File: config.mk
export PLATFORM = sky130hd
export DESIGN_NAME = cpu_packet_assembler
export DESIGN_NICKNAME = d
export VERILOG_FILES = /design/src/rtl/cpu_packet_assembler.sv
export SDC_FILE = /design/constraint.sdc
export NUM_CORES = 1
export LEC_CHECK = 0
export ABC_CLOCK_PERIOD_IN_PS = 12400
export CAP_MARGIN = 20
export CORE_ASPECT_RATIO = 0.8
export CORE_MARGIN = 4
export CORE_UTILIZATION = 61
export CTS_CLUSTER_SIZE = 12
export DETAILED_ROUTE_END_ITERATION = 16
export GPL_TIMING_DRIVEN = 0
export PLACE_DENSITY_LB_ADDON = 0.3
export SLEW_MARGIN = 20
export SYNTH_ARGS = -nofsm -noshare
export SYNTH_HDL_FRONTEND = slang
export SYNTH_SLANG_ARGS = --single-unit
export TNS_END_PERCENT = 100
File: constraint.sdc
create_clock -name nocclk -period 12.4 [get_ports nocclk]
set_input_delay 2.48 -clock nocclk [delete_from_list [all_inputs] [get_ports nocclk]]
set_output_delay 2.48 -clock nocclk [all_outputs]
set_load 0.005 [all_outputs]
File: src/rtl/cpu_packet_assembler.sv
// rtl/cpu_packet_assembler.sv - store-and-forward packet assembler between the NoC output and the CPU side
module cpu_packet_assembler #(
    parameter int FLIT_WIDTH = 64,
    parameter int MAX_FLITS  = 8,
    parameter int LEN_W      = $clog2(MAX_FLITS + 1)
) (
    input  logic                  nocclk,
    input  logic                  rst_n,
    input  logic                  in_flit_valid,
    output logic                  in_flit_ready,
    input  logic [FLIT_WIDTH-1:0] in_flit,
    output logic                  out_flit_valid,
    input  logic                  out_flit_ready,
    output logic [FLIT_WIDTH-1:0] out_flit,
    output logic                  out_flit_last,
    output logic [LEN_W-1:0]      out_packet_len,
    output logic [7:0]            err_count,
    output logic                  err_pulse
);

    localparam int PTR_W = $clog2(MAX_FLITS);

    localparam logic [1:0] S_IDLE    = 2'd0;
    localparam logic [1:0] S_COLLECT = 2'd1;
    localparam logic [1:0] S_DROP    = 2'd2;
    localparam logic [1:0] S_DELIVER = 2'd3;

    localparam logic [1:0] FT_HEAD = 2'b00;
    localparam logic [1:0] FT_BODY = 2'b01;
    localparam logic [1:0] FT_TAIL = 2'b10;
    localparam logic [1:0] FT_HT   = 2'b11;

    localparam logic [LEN_W-1:0] CNT_MAX = LEN_W'(MAX_FLITS);
    localparam logic [LEN_W-1:0] CNT_ONE = LEN_W'(1);

    logic [1:0]            state, nxt_state;
    logic [LEN_W-1:0]      count, nxt_count;
    logic [PTR_W-1:0]      rd_ptr, nxt_rd_ptr;
    logic [FLIT_WIDTH-1:0] pkt_buf [MAX_FLITS];

    logic                  wr_en;
    logic [PTR_W-1:0]      wr_idx;
    logic                  err;
    logic [1:0]            ftype;
    logic                  accept;
    logic                  deliver;
    logic                  is_full;
    logic                  at_last;

    assign ftype   = in_flit[FLIT_WIDTH-1:FLIT_WIDTH-2];
    assign is_full = (count == CNT_MAX);
    assign at_last = (LEN_W'(rd_ptr) == (count - CNT_ONE));

    // All CPU-side outputs are decoded from registered state only, so they
    // stay stable for as long as the consumer back-pressures.
    assign in_flit_ready  = (state != S_DELIVER);
    assign out_flit_valid = (state == S_DELIVER);
    assign out_flit_last  = out_flit_valid && at_last;
    assign out_packet_len = out_flit_valid ? count : '0;
    assign out_flit       = out_flit_valid ? pkt_buf[rd_ptr] : '0;

    assign accept  = in_flit_valid && in_flit_ready;
    assign deliver = out_flit_valid && out_flit_ready;

    always_comb begin
        nxt_state  = state;
        nxt_count  = count;
        nxt_rd_ptr = rd_ptr;
        wr_en      = 1'b0;
        wr_idx     = '0;
        err        = 1'b0;

        case (state)
            S_IDLE: begin
                if (accept) begin
                    case (ftype)
                        FT_HEAD: begin
                            wr_en     = 1'b1;
                            nxt_count = CNT_ONE;
                            nxt_state = S_COLLECT;
                        end
                        FT_HT: begin
                            wr_en     = 1'b1;
                            nxt_count = CNT_ONE;
                            nxt_state = S_DELIVER;
                        end
                        default: err = 1'b1;
                    endcase
                end
            end

            S_COLLECT: begin
                if (accept) begin
                    case (ftype)
                        FT_BODY: begin
                            if (is_full) begin
                                err       = 1'b1;
                                nxt_state = S_DROP;
                            end else begin
                                wr_en     = 1'b1;
                                wr_idx    = count[PTR_W-1:0];
                                nxt_count = count + CNT_ONE;
                            end
                        end
                        FT_TAIL: begin
                            if (is_full) begin
                                err       = 1'b1;
                                nxt_count = '0;
                                nxt_state = S_IDLE;
                            end else begin
                                wr_en     = 1'b1;
                                wr_idx    = count[PTR_W-1:0];
                                nxt_count = count + CNT_ONE;
                                nxt_state = S_DELIVER;
                            end
                        end
                        FT_HEAD: begin
                            // New head aborts the partial packet and restarts collection.
                            err       = 1'b1;
                            wr_en     = 1'b1;
                            nxt_count = CNT_ONE;
                        end
                        default: begin
                            err       = 1'b1;
                            wr_en     = 1'b1;
                            nxt_count = CNT_ONE;
                            nxt_state = S_DELIVER;
                        end
                    endcase
                end
            end

            S_DROP: begin
                // The overflow was already counted; the rest of the packet is
                // swallowed silently until a framing boundary.
                if (accept) begin
                    case (ftype)
                        FT_HEAD: begin
                            wr_en     = 1'b1;
                            nxt_count = CNT_ONE;
                            nxt_state = S_COLLECT;
                        end
                        FT_BODY: ;
                        default: begin
                            nxt_count = '0;
                            nxt_state = S_IDLE;
                        end
                    endcase
                end
            end

            default: begin
                if (deliver) begin
                    if (at_last) begin
                        nxt_rd_ptr = '0;
                        nxt_count  = '0;
                        nxt_state  = S_IDLE;
                    end else begin
                        nxt_rd_ptr = rd_ptr + 1'b1;
                    end
                end
            end
        endcase
    end

    always_ff @(posedge nocclk) begin
        if (!rst_n) begin
            state     <= S_IDLE;
            count     <= '0;
            rd_ptr    <= '0;
            err_count <= '0;
            err_pulse <= 1'b0;
        end else begin
            state     <= nxt_state;
            count     <= nxt_count;
            rd_ptr    <= nxt_rd_ptr;
            err_pulse <= err;
            if (err && (err_count != 8'hFF)) begin
                err_count <= err_count + 8'd1;
            end
        end
    end

    // Buffer needs no reset: nothing is read before it has been written.
    always_ff @(posedge nocclk) begin
        if (wr_en) begin
            pkt_buf[wr_idx] <= in_flit;
        end
    end

endmodule
==> results of run 1 <==
[through the flow]
| step | util | setup WS, ns | total power, mW | area [um2] | TNS [ns] |
|---|---|---|---|---|---|
| floorplan | - | 3.904 | 2.281 | 20780 | 0 |
| global placement | 0.6775 | -1.488 | 2.395 | 22790 | -489.18 |
| detailed placement | 0.6967 | 5.527 | 2.414 | 23430 | 0 |
| CTS | 0.7386 | 6.088 | 3.767 | 24840 | 0 |
| global route | 0.7388 | 5.787 | 3.877 | 24850 | 0 |
| finish | 0.7388 | 6.060 | 3.746 | 24850 | 0 |
[worst reg2reg max path: stages (launching register included)]
cell and delay [ns]:
dfxtp_1 0.53, inv_1 0.21, ha_1 0.30, nand3b_1 0.32, o21ai_0 0.24, a211oi_1 0.46
nand2_1 0.25, nor3_2 0.54, buf_6 0.25, buf_4 0.19, buf_4 0.21, buf_6 0.17
buf_4 0.20, buf_4 0.19
[kinds of logic (layout without fill, tap and decap cells)]
group           Yosys count  after routing  synth area share
flops                   533            533            0.7601
mux                     198            198            0.1724
simple gates            146            146           0.03179
buf+inv                  58            338           0.01180
compound gates           28             28           0.01030
fa+ha+maj                13             13          0.007827
xor+xnor                 12             12          0.005780
other cells               0              3                 0
[power breakdown]
| part | leakage [nW] | internal, mW | switching, mW |
|---|---|---|---|
| sequential | 4.79 | 2.04 | 0.0187 |
| clock | 0.685 | 0.768 | 0.598 |
| combinational | 2.26 | 0.147 | 0.172 |
| total | 7.74 | 2.96 | 0.789 |
[final cells by class]
class	count	area, um2	area share
flip-flops and latches	533	15800	0.6357
clock inverters	5	21.27	0.0008560
inverters	9	33.78	0.001360
multi-input cells	397	4788	0.1927
plain buffers	49	211.5	0.008510
well taps	434	543.0	0.02185
diodes	3	7.507	0.0003021
clock buffers	69	1386	0.05579
repair buffers	206	2061	0.08293
[routing by layer]
layer  global-route usage  wire [um]  vias to the layer above
met4              0.06022        961                        6
li1                     -          -                     4553
met1               0.3393      17780                     5506
met3              0.05042       3506                       70
met2               0.3985      22410                      507
met5                    0         30                        -
[path summary, 6_finish.rpt]
kind              slack [ns]  depth (start not counted)             end         from
setup / recovery        6.06                         14  pkt_buf[5][13]  in_flit[62]
hold / removal          0.53                          2        state[0]     state[0]
setup reg to reg        8.05                         13  pkt_buf[5][13]     count[1]
hold reg to reg         0.53                          2        state[0]     state[0]
[sequential cells by signal (all words and copies together) (netlist names), named ones only]
name / flops
pkt_buf: 512
err_count: 8
count: 4
rd_ptr: 3
state: 2
err_pulse: 1
[layout by cell type (no fill, tap or decap), types with 10 or more instances in the layout]
| master | synthesis | layout |
|---|---|---|
| dfxtp_1 | 21 | 21 |
| nand2_1 | 18 | 18 |
| and2_1 | 12 | 11 |
| clkdlybuf4s50_1 | 0 | 146 |
| buf_2 | 16 | 16 |
| mux4_2 | 128 | 128 |
| buf_4 | 0 | 41 |
| edfxtp_1 | 512 | 512 |
| ha_1 | 13 | 13 |
| clkbuf_16 | 0 | 53 |
| clkbuf_1 | 28 | 44 |
| nand3_1 | 10 | 10 |
| nor2_1 | 79 | 78 |
| mux2i_1 | 70 | 70 |
| buf_6 | 1 | 14 |
==> flow_metrics.env, run 1 <==
export IMPL_grt_pass1_wl_um=67810
export IMPL_fill_cells=1949
export IMPL_clk_path_buf_depth=3
export IMPL_dp_hpwl_um=29240
export IMPL_cts_resized=0
export IMPL_synthTopCellsByArea="edfxtp_1 (74%), mux4_2 (14%), mux2i_1 (3.4%), dfxtp_1 (2.0%), nor2_1 (1.4%)"
export IMPL_crit_type="input pin to flip-flop"
export IMPL_hold_ws_ns=0.5323
export IMPL_netlist_area_leader_share=0.7398
export IMPL_die_height_um=173.1
export IMPL_cts_root_buf="clkbuf_16"
export IMPL_yosysWarnings=0
export IMPL_tightest_slew_ns=0.9688
export IMPL_power_per_cell_area_nw_per_um2=150.7
export IMPL_wire_per_inst_um=26.21
export IMPL_postSynthAreaPerCell_um2=21.03
export IMPL_synth_cell_types=45
export IMPL_synthFlopType="edfxtp_1"
export IMPL_relSlewSlack=0.3541
export IMPL_final_cells=1705
export IMPL_syn_to_final_growth_pct=19.57
export IMPL_crit_chain="clkdlybuf4s50_1 -> inv_1 -> ha_1 -> clkbuf_1 -> nand4_1 -> a211oi_1 -> nand2_1 -> nor3_2 -> buf_6 -> buf_4 -> buf_4 -> buf_6 -> buf_4 -> buf_4"
export IMPL_num_rows=60
export IMPL_hold_class="flip-flop to flip-flop"
export IMPL_grt_pass1_vias=11154
export IMPL_max_cap_viol_count=0
export IMPL_crit_required_ns=12.67
export IMPL_dieArea_um2=37100
export IMPL_cts_buffers=51
export IMPL_yosys_register_bits=533
export IMPL_synth_nets=1069
export IMPL_vias_per_cell=6.242
export IMPL_yosysSeqAreaShare=0.7601
export IMPL_hold_violations=0
export IMPL_drtPass1Iterations=7
export IMPL_cts_reportedPaths_clkPinSlew_ns=0.06
export IMPL_overflow=0
export IMPL_clock_sinks=533
export IMPL_critical_path_endpoint_type="flip-flop"
export IMPL_synth_enable_flop_cells=512
export IMPL_grt_max_degree=42
export IMPL_period_share=0.5113
export IMPL_path_common_cell="buf_4"
export IMPL_finalWirelength_um=44680
export IMPL_post_cts_setup_buffers=0
export IMPL_start_util=0.6179
export IMPL_irDropWorstVdd_mv=0.1104
export IMPL_slew_violations=0
export IMPL_setup_viol=0
export IMPL_rsz0062_at_grt="false"
export IMPL_vias=10642
export IMPL_drtAntennaViolNets=0
export IMPL_worst_path_max_fanout=11
export IMPL_cts_tree="built"
export IMPL_synthMostInstantiatedCell="edfxtp_1"
export IMPL_synthesis_area_um2=20780
export IMPL_max_stage_delay_ns=0.73
export IMPL_place_congestion=0.8667
export IMPL_antenna_found_initial=6
export IMPL_period_needed_ns=6.340
export IMPL_syn_inst=988
export IMPL_path_buf_inv=9
export IMPL_ys_top_cells_by_count="edfxtp_1 (512), mux4_2 (128), nor2_1 (79)"
export IMPL_cp_arrival_ns=6.61
export IMPL_grt_usage=0.2413
export IMPL_max_freq_mhz=157.7
export IMPL_p_leak_nw=7.740
export IMPL_boundaryPins=148
export IMPL_yosysTopAreaCell="edfxtp_1"
export IMPL_port_buffers=146
export IMPL_layout_drive_gt1_share=0.2145
export IMPL_nets=1328
export IMPL_cts_max_level=2
export IMPL_critPathSlowestCell="clkdlybuf4s50_1"
export IMPL_post_cts_hold_buffer_count=0
export IMPL_dp_cells=1628
export IMPL_crit_family="buffers and inverters"
export IMPL_die_x_um=214.4
export IMPL_async_flop_share=0
export IMPL_clk_latency_ns=0.56
export IMPL_start_kind="input pin"
export IMPL_core_area_um2=33630
export IMPL_status="finished clean"
export IMPL_skew_ns=0.01077
export IMPL_drcViolationCount=0
export IMPL_drt_initial_drc_count=971
No activity file was read; power rests on OpenSTA's default activity.
==> inputs of run 2 (changes only) <==
--- a/config.mk
+++ b/config.mk
@@ -5,11 +5,11 @@
 export SDC_FILE = /design/constraint.sdc
 export NUM_CORES = 1
 export LEC_CHECK = 0
-export ABC_CLOCK_PERIOD_IN_PS = 12400
+export ABC_CLOCK_PERIOD_IN_PS = 6400
 export CAP_MARGIN = 20
 export CORE_ASPECT_RATIO = 0.8
 export CORE_MARGIN = 4
-export CORE_UTILIZATION = 61
+export CORE_UTILIZATION = 58
 export CTS_CLUSTER_SIZE = 12
 export DETAILED_ROUTE_END_ITERATION = 16
 export GPL_TIMING_DRIVEN = 0
==> constraint.sdc (replaced) <==
create_clock -name nocclk -period 6.4 [get_ports nocclk]
set_input_delay 1.28 -clock nocclk [delete_from_list [all_inputs] [get_ports nocclk]]
set_output_delay 1.28 -clock nocclk [all_outputs]
set_load 0.005 [all_outputs]
==> flow_metrics.env, run 2 (same netlist as run 1, synthesis figures left out) <==
export IMPL_post_cts_setup_buffers=0
export IMPL_post_route_util=0.7111
export IMPL_hold_violations=0
export IMPL_dp_hpwl_um=29190
export IMPL_post_cts_hold_buffer_count=0
export IMPL_worstSetupStartpoint="in_flit[63]"
export IMPL_drcViolationCount=0
export IMPL_most_common_layout_cells="edfxtp_1 (512), clkdlybuf4s50_1 (146), mux4_2 (128)"
export IMPL_final_area_um2=24910
export IMPL_relSlewSlack=0.3729
export IMPL_hold_class="flip-flop to flip-flop"
export IMPL_grt_max_degree=43
export IMPL_wire_per_inst_um=25.32
export IMPL_overflow=0
export IMPL_status="finished clean"
export IMPL_p_clk_frac=0.368
export IMPL_regToRegStartpoint="count[1]"
export IMPL_clk_path_buf_depth=3
export IMPL_port_buffers=146
export IMPL_grt_pass1_wl_um=67190
export IMPL_cts_max_level=2
export IMPL_worst_path_max_fanout=11
export IMPL_met2_usage=0.3680
export IMPL_grt_met1_usage=0.3361
export IMPL_power_mw=7.311
export IMPL_drt_initial_drc_count=1032
export IMPL_crit_end="pkt_buf[3][32]"
export IMPL_skew_ns=0.01055
export IMPL_grtUsageMet3=0.05272
export IMPL_min_from="state[1]"
export IMPL_die_x_um=219.6
export IMPL_crit_required_ns=6.68
export IMPL_tightest_slew_ns=0.9407
export IMPL_max_cap_viol_count=0
export IMPL_start_util=0.5932
export IMPL_combPwrFrac=0.086
export IMPL_fin_setup_tns_ns=0
export IMPL_layout_drive_gt1_share=0.2137
export IMPL_hold_ws_ns=0.5301
export IMPL_vias=10625
export IMPL_slew_violations=0
export IMPL_final_cells=1747
export IMPL_final_common_cell="edfxtp_1"
export IMPL_top_regs="pkt_buf (512), err_count (8), count (4)"
export IMPL_finalWirelength_um=44230
export IMPL_p_int_mw=5.736
export IMPL_ff2ff_path_depth=12
export IMPL_period_needed_ns=4.866
export IMPL_grt_busiest_layer="met2"
export IMPL_cts_buffers=51
export IMPL_start_kind="input pin"
export IMPL_antenna_found_initial=9
export IMPL_cts_tree="built"
export IMPL_core_area_um2=35030
export IMPL_boundaryPins=148
export IMPL_power_switching_mw=1.576
export IMPL_max_freq_mhz=205.5
export IMPL_dieArea_um2=38940
export IMPL_cts_root_buf="clkbuf_16"
export IMPL_num_rows=61
export IMPL_swShare=0.2155
export IMPL_cts_reportedPaths_clkPinSlew_ns=0.06
export IMPL_drtPass1Iterations=5
export IMPL_die_height_um=177.3
export IMPL_grt_pass1_vias=11132
export IMPL_dp_cells=1665
export IMPL_drtAntennaViolNets=0
export IMPL_place_congestion=0.8430
export IMPL_r2r_slack_ns=2.26
export IMPL_syn_to_final_growth_pct=19.87
export IMPL_vias_per_cell=6.082
export IMPL_reg2reg_to="pkt_buf[3][32]"
export IMPL_place_area_um2=23470
export IMPL_critical_path_endpoint_type="flip-flop"
export IMPL_p_leak_nw=7.741
export IMPL_fin_ws_ns=1.534
export IMPL_crit_type="input pin to flip-flop"
export IMPL_nets=1327
export IMPL_cts_resized=0
export IMPL_grt_usage=0.2316
export IMPL_largest_register_ffs=512
export IMPL_irDropWorstVdd_mv=0.2343
export IMPL_clock_sinks=533
export IMPL_top_register="pkt_buf"
export IMPL_rsz0062_at_grt="false"
export IMPL_p_seq_frac=0.546
export IMPL_setup_viol=0
export IMPL_clk_latency_ns=0.57
export IMPL_place_ws_ns=1.012
export IMPL_cp_arrival_ns=5.14
export IMPL_power_per_cell_area_nw_per_um2=293.5
export IMPL_period_share=0.7602
## run 2: how the worst min path moves through the flow
stage,depth (start not counted),end
6_report,2,state[1]
3_3_place_gp,2,state[1]
2_1_floorplan,2,state[1]
5_1_grt,2,state[1]
3_5_place_dp,2,state[0]
4_1_cts,2,state[0]
## run 2: per-layer routing
metal / vias to the layer above / part of all wire
li1: 4549 / -
met1: 5537 / 0.42
met2: 443 / 0.49
met3: 82 / 0.071
met4: 14 / 0.020
met5: - / 0.0022
## run 2: power by group through the flow
stage / combinational [mW] / clock (mW) / sequential (mW)
2_1_floorplan: 0.341 / 0 / 4.08
6_report: 0.626 / 2.69 / 3.99
3_3_place_gp: 0.539 / 0 / 4.11
4_1_cts: 0.624 / 2.74 / 3.99
3_5_place_dp: 0.619 / 0 / 4.07
5_1_grt: 0.676 / 2.90 / 4.00
## run 2: worst max-delay path, cell delays in order
cell and delay [ns]:
clkdlybuf4s50_1 0.71, inv_1 0.12, ha_1 0.29, clkbuf_1 0.39, nand4_1 0.20, a211oi_1 0.40
nand2_1 0.22, nor3_2 0.50, buf_4 0.27, buf_4 0.20, buf_4 0.20, buf_4 0.18
buf_4 0.18
## run 2: cell type report
cell class                      instances  area [um2]
Buffer                                 49       211.5
Timing Repair Buffer                  205        2052
Sequential cell                       533       15800
Inverter                                9       33.78
Clock buffer                           75        1398
Fill cell                            2111       10120
Clock inverter                          5       37.54
Tap cell                              472       590.6
Antenna cell                            2       5.005
Multi-Input combinational cell        397        4788
==> inputs of run 3 (changes only) <==
--- a/config.mk
+++ b/config.mk
@@ -5,7 +5,7 @@
 export SDC_FILE = /design/constraint.sdc
 export NUM_CORES = 1
 export LEC_CHECK = 0
-export ABC_CLOCK_PERIOD_IN_PS = 6400
+export ABC_CLOCK_PERIOD_IN_PS = 5000
 export CAP_MARGIN = 20
 export CORE_ASPECT_RATIO = 0.8
 export CORE_MARGIN = 4
==> constraint.sdc (replaced) <==
create_clock -name nocclk -period 5 [get_ports nocclk]
set_input_delay 1 -clock nocclk [delete_from_list [all_inputs] [get_ports nocclk]]
set_output_delay 1 -clock nocclk [all_outputs]
set_load 0.005 [all_outputs]
==> flow_metrics.env, run 3 (same netlist as run 1, synthesis figures left out) <==
export IMPL_status="finished clean"
export IMPL_holdPathStages=2
export IMPL_ff2ff_path_depth=11
export IMPL_skew_ns=0.01018
export IMPL_vias=10369
export IMPL_path_common_cell="buf_4"
export IMPL_drt_initial_drc_count=1071
export IMPL_relSlewSlack=0.3612
export IMPL_hold_violations=0
export IMPL_reg2reg_to="pkt_buf[6][23]"
export IMPL_syn_to_final_growth_pct=20.18
export IMPL_setup_viol=0
export IMPL_post_cts_hold_buffer_count=0
export IMPL_clock_sinks=533
export IMPL_crit_required_ns=5.27
export IMPL_crit_type="input pin to flip-flop"
export IMPL_cts_resized=0
export IMPL_grt_max_degree=37
export IMPL_drtAntennaViolNets=0
export IMPL_max_cap_viol_count=0
export IMPL_start_util=0.5932
export IMPL_hold_ws_ns=0.5333
export IMPL_irDropWorstVdd_mv=0.2589
export IMPL_p_int_mw=7.344
export IMPL_nets=1314
export IMPL_most_common_layout_cells="edfxtp_1 (512), clkdlybuf4s50_1 (146), mux4_2 (128)"
export IMPL_dp_hpwl_um=28730
export IMPL_fill_cells=2027
export IMPL_cts_buffers=51
export IMPL_final_common_cell="edfxtp_1"
export IMPL_clk_latency_ns=0.56
export IMPL_final_area_um2=24980
export IMPL_die_height_um=177.3
export IMPL_grt_pass1_wl_um=66090
export IMPL_vias_per_cell=5.994
export IMPL_crit_chain="clkdlybuf4s50_1 -> inv_1 -> ha_1 -> clkbuf_1 -> nand4_1 -> a211oi_1 -> nand2_1 -> nor3_2 -> buf_4 -> buf_4 -> buf_4 -> buf_6"
export IMPL_r2r_slack_ns=0.67
export IMPL_drcViolationCount=0
export IMPL_place_congestion=0.8600
export IMPL_combPwrFrac=0.086
export IMPL_critPathSlowestCell="clkdlybuf4s50_1"
export IMPL_power_switching_mw=1.961
export IMPL_crit_end="pkt_buf[6][23]"
export IMPL_place_area_um2=23550
export IMPL_core_area_um2=35030
export IMPL_regToRegStartpoint="count[1]"
export IMPL_antenna_found_initial=5
export IMPL_clk_path_buf_depth=3
export IMPL_cts_reportedPaths_clkPinSlew_ns=0.06
export IMPL_p_clk_frac=0.365
export IMPL_cp_arrival_ns=5.02
export IMPL_finalWirelength_um=43600
export IMPL_fin_ws_ns=0.2460
export IMPL_cts_root_buf="clkbuf_16"
export IMPL_top_register="pkt_buf"
export IMPL_period_needed_ns=4.754
export IMPL_largest_register_ffs=512
export IMPL_p_seq_frac=0.549
export IMPL_num_rows=61
export IMPL_post_route_util=0.7129
export IMPL_critical_path_endpoint_type="flip-flop"
export IMPL_cts_max_level=2
export IMPL_hold_class="flip-flop to flip-flop"
export IMPL_start_kind="input pin"
export IMPL_drtPass1Iterations=5
export IMPL_post_cts_setup_buffers=0
export IMPL_period_share=0.9508
export IMPL_max_stage_delay_ns=0.75
export IMPL_max_freq_mhz=210.4
export IMPL_place_ws_ns=-0.2459
export IMPL_worstSetupStartpoint="in_flit[62]"
export IMPL_dieArea_um2=38940
export IMPL_grt_usage=0.2292
export IMPL_port_buffers=146
export IMPL_power_per_cell_area_nw_per_um2=372.6
export IMPL_slew_violations=0
export IMPL_wire_per_inst_um=25.20
export IMPL_rsz0062_at_grt="false"
export IMPL_top_regs="pkt_buf (512), err_count (8), count (4)"
export IMPL_power_mw=9.305
export IMPL_layout_drive_gt1_share=0.2053
export IMPL_overflow=0
export IMPL_worst_path_max_fanout=11
export IMPL_p_leak_nw=7.724
export IMPL_swShare=0.2108
export IMPL_die_x_um=219.6
export IMPL_tightest_slew_ns=0.9582
export IMPL_grt_pass1_vias=10745
export IMPL_cts_tree="built"
export IMPL_boundaryPins=148
==> run 3: changes by cell type in the layout (fill, tap and decap cells not counted), moves of 2 or more <==
cell / before / now
buf_6: 15 / 12
buf_4: 38 / 11
nor3_2: 5 / 2
clkbuf_1: 50 / 48
buf_8: 3 / 17
buf_16: 3 / 7
nor3_4: 0 / 3
==> run 3: power by group through the flow <==
| stage | combinational [mW] | clock [mW] | sequential [mW] |
|---|---|---|---|
| after global routing | 0.864 | 3.65 | 5.12 |
| after detailed placement | 0.794 | 0 | 5.21 |
| final | 0.799 | 3.39 | 5.11 |
| after global placement | 0.692 | 0 | 5.24 |
| after CTS | 0.801 | 3.45 | 5.11 |
| after floorplan | 0.444 | 0 | 5.22 |
==> run 3: cell type report <==
type / count / area, um2 / area share
Multi-Input combinational cell: 397 / 4807 / 0.1925
Antenna cell: 1 / 2.502 / 0.0001002
Sequential cell: 533 / 15800 / 0.6324
Buffer: 49 / 211.5 / 0.008467
Tap cell: 472 / 590.6 / 0.02365
Timing Repair Buffer: 192 / 2116 / 0.08472
Clock buffer: 73 / 1401 / 0.05611
Clock inverter: 4 / 17.52 / 0.0007014
Inverter: 9 / 33.78 / 0.001353
==> run 3: critical path: cells and delay by family <==
| family | cells | cell delay, ns |
|---|---|---|
| buffers and inverters | 7 | 2.20 |
| AND/OR/NAND/NOR | 3 | 1.07 |
| AO/OA/AOI/OAI | 1 | 0.43 |
| adder cells (fa/ha/maj) | 1 | 0.30 |
==> run 3: worst min-delay path by stage <==
stage | start | endpoint
after CTS | state[0] | state[0]
after detailed placement | state[0] | state[0]
final | state[1] | state[1]
after floorplan | state[1] | state[1]
after global placement | state[0] | state[0]
after global routing | state[0] | state[0]
==> run 3: per-layer routing <==
| layer | GRT usage | routed length (um) | up-vias |
|---|---|---|---|
| met3 | 0.03988 | 2956 | 69 |
| met1 | 0.3354 | 18050 | 5356 |
| met2 | 0.3713 | 21660 | 407 |
| met5 | 0 | 53 | - |
| met4 | 0.05493 | 878 | 8 |
| li1 | - | - | 4529 |
==> run 3: through the flow <==
step                      std cells  setup TNS [ns]
after floorplan                 988         -404.59
after global placement         1606        -2088.35
after detailed placement       1652          -3.153
after CTS                      1729               0
after global routing           1730               0
final                          1730               0
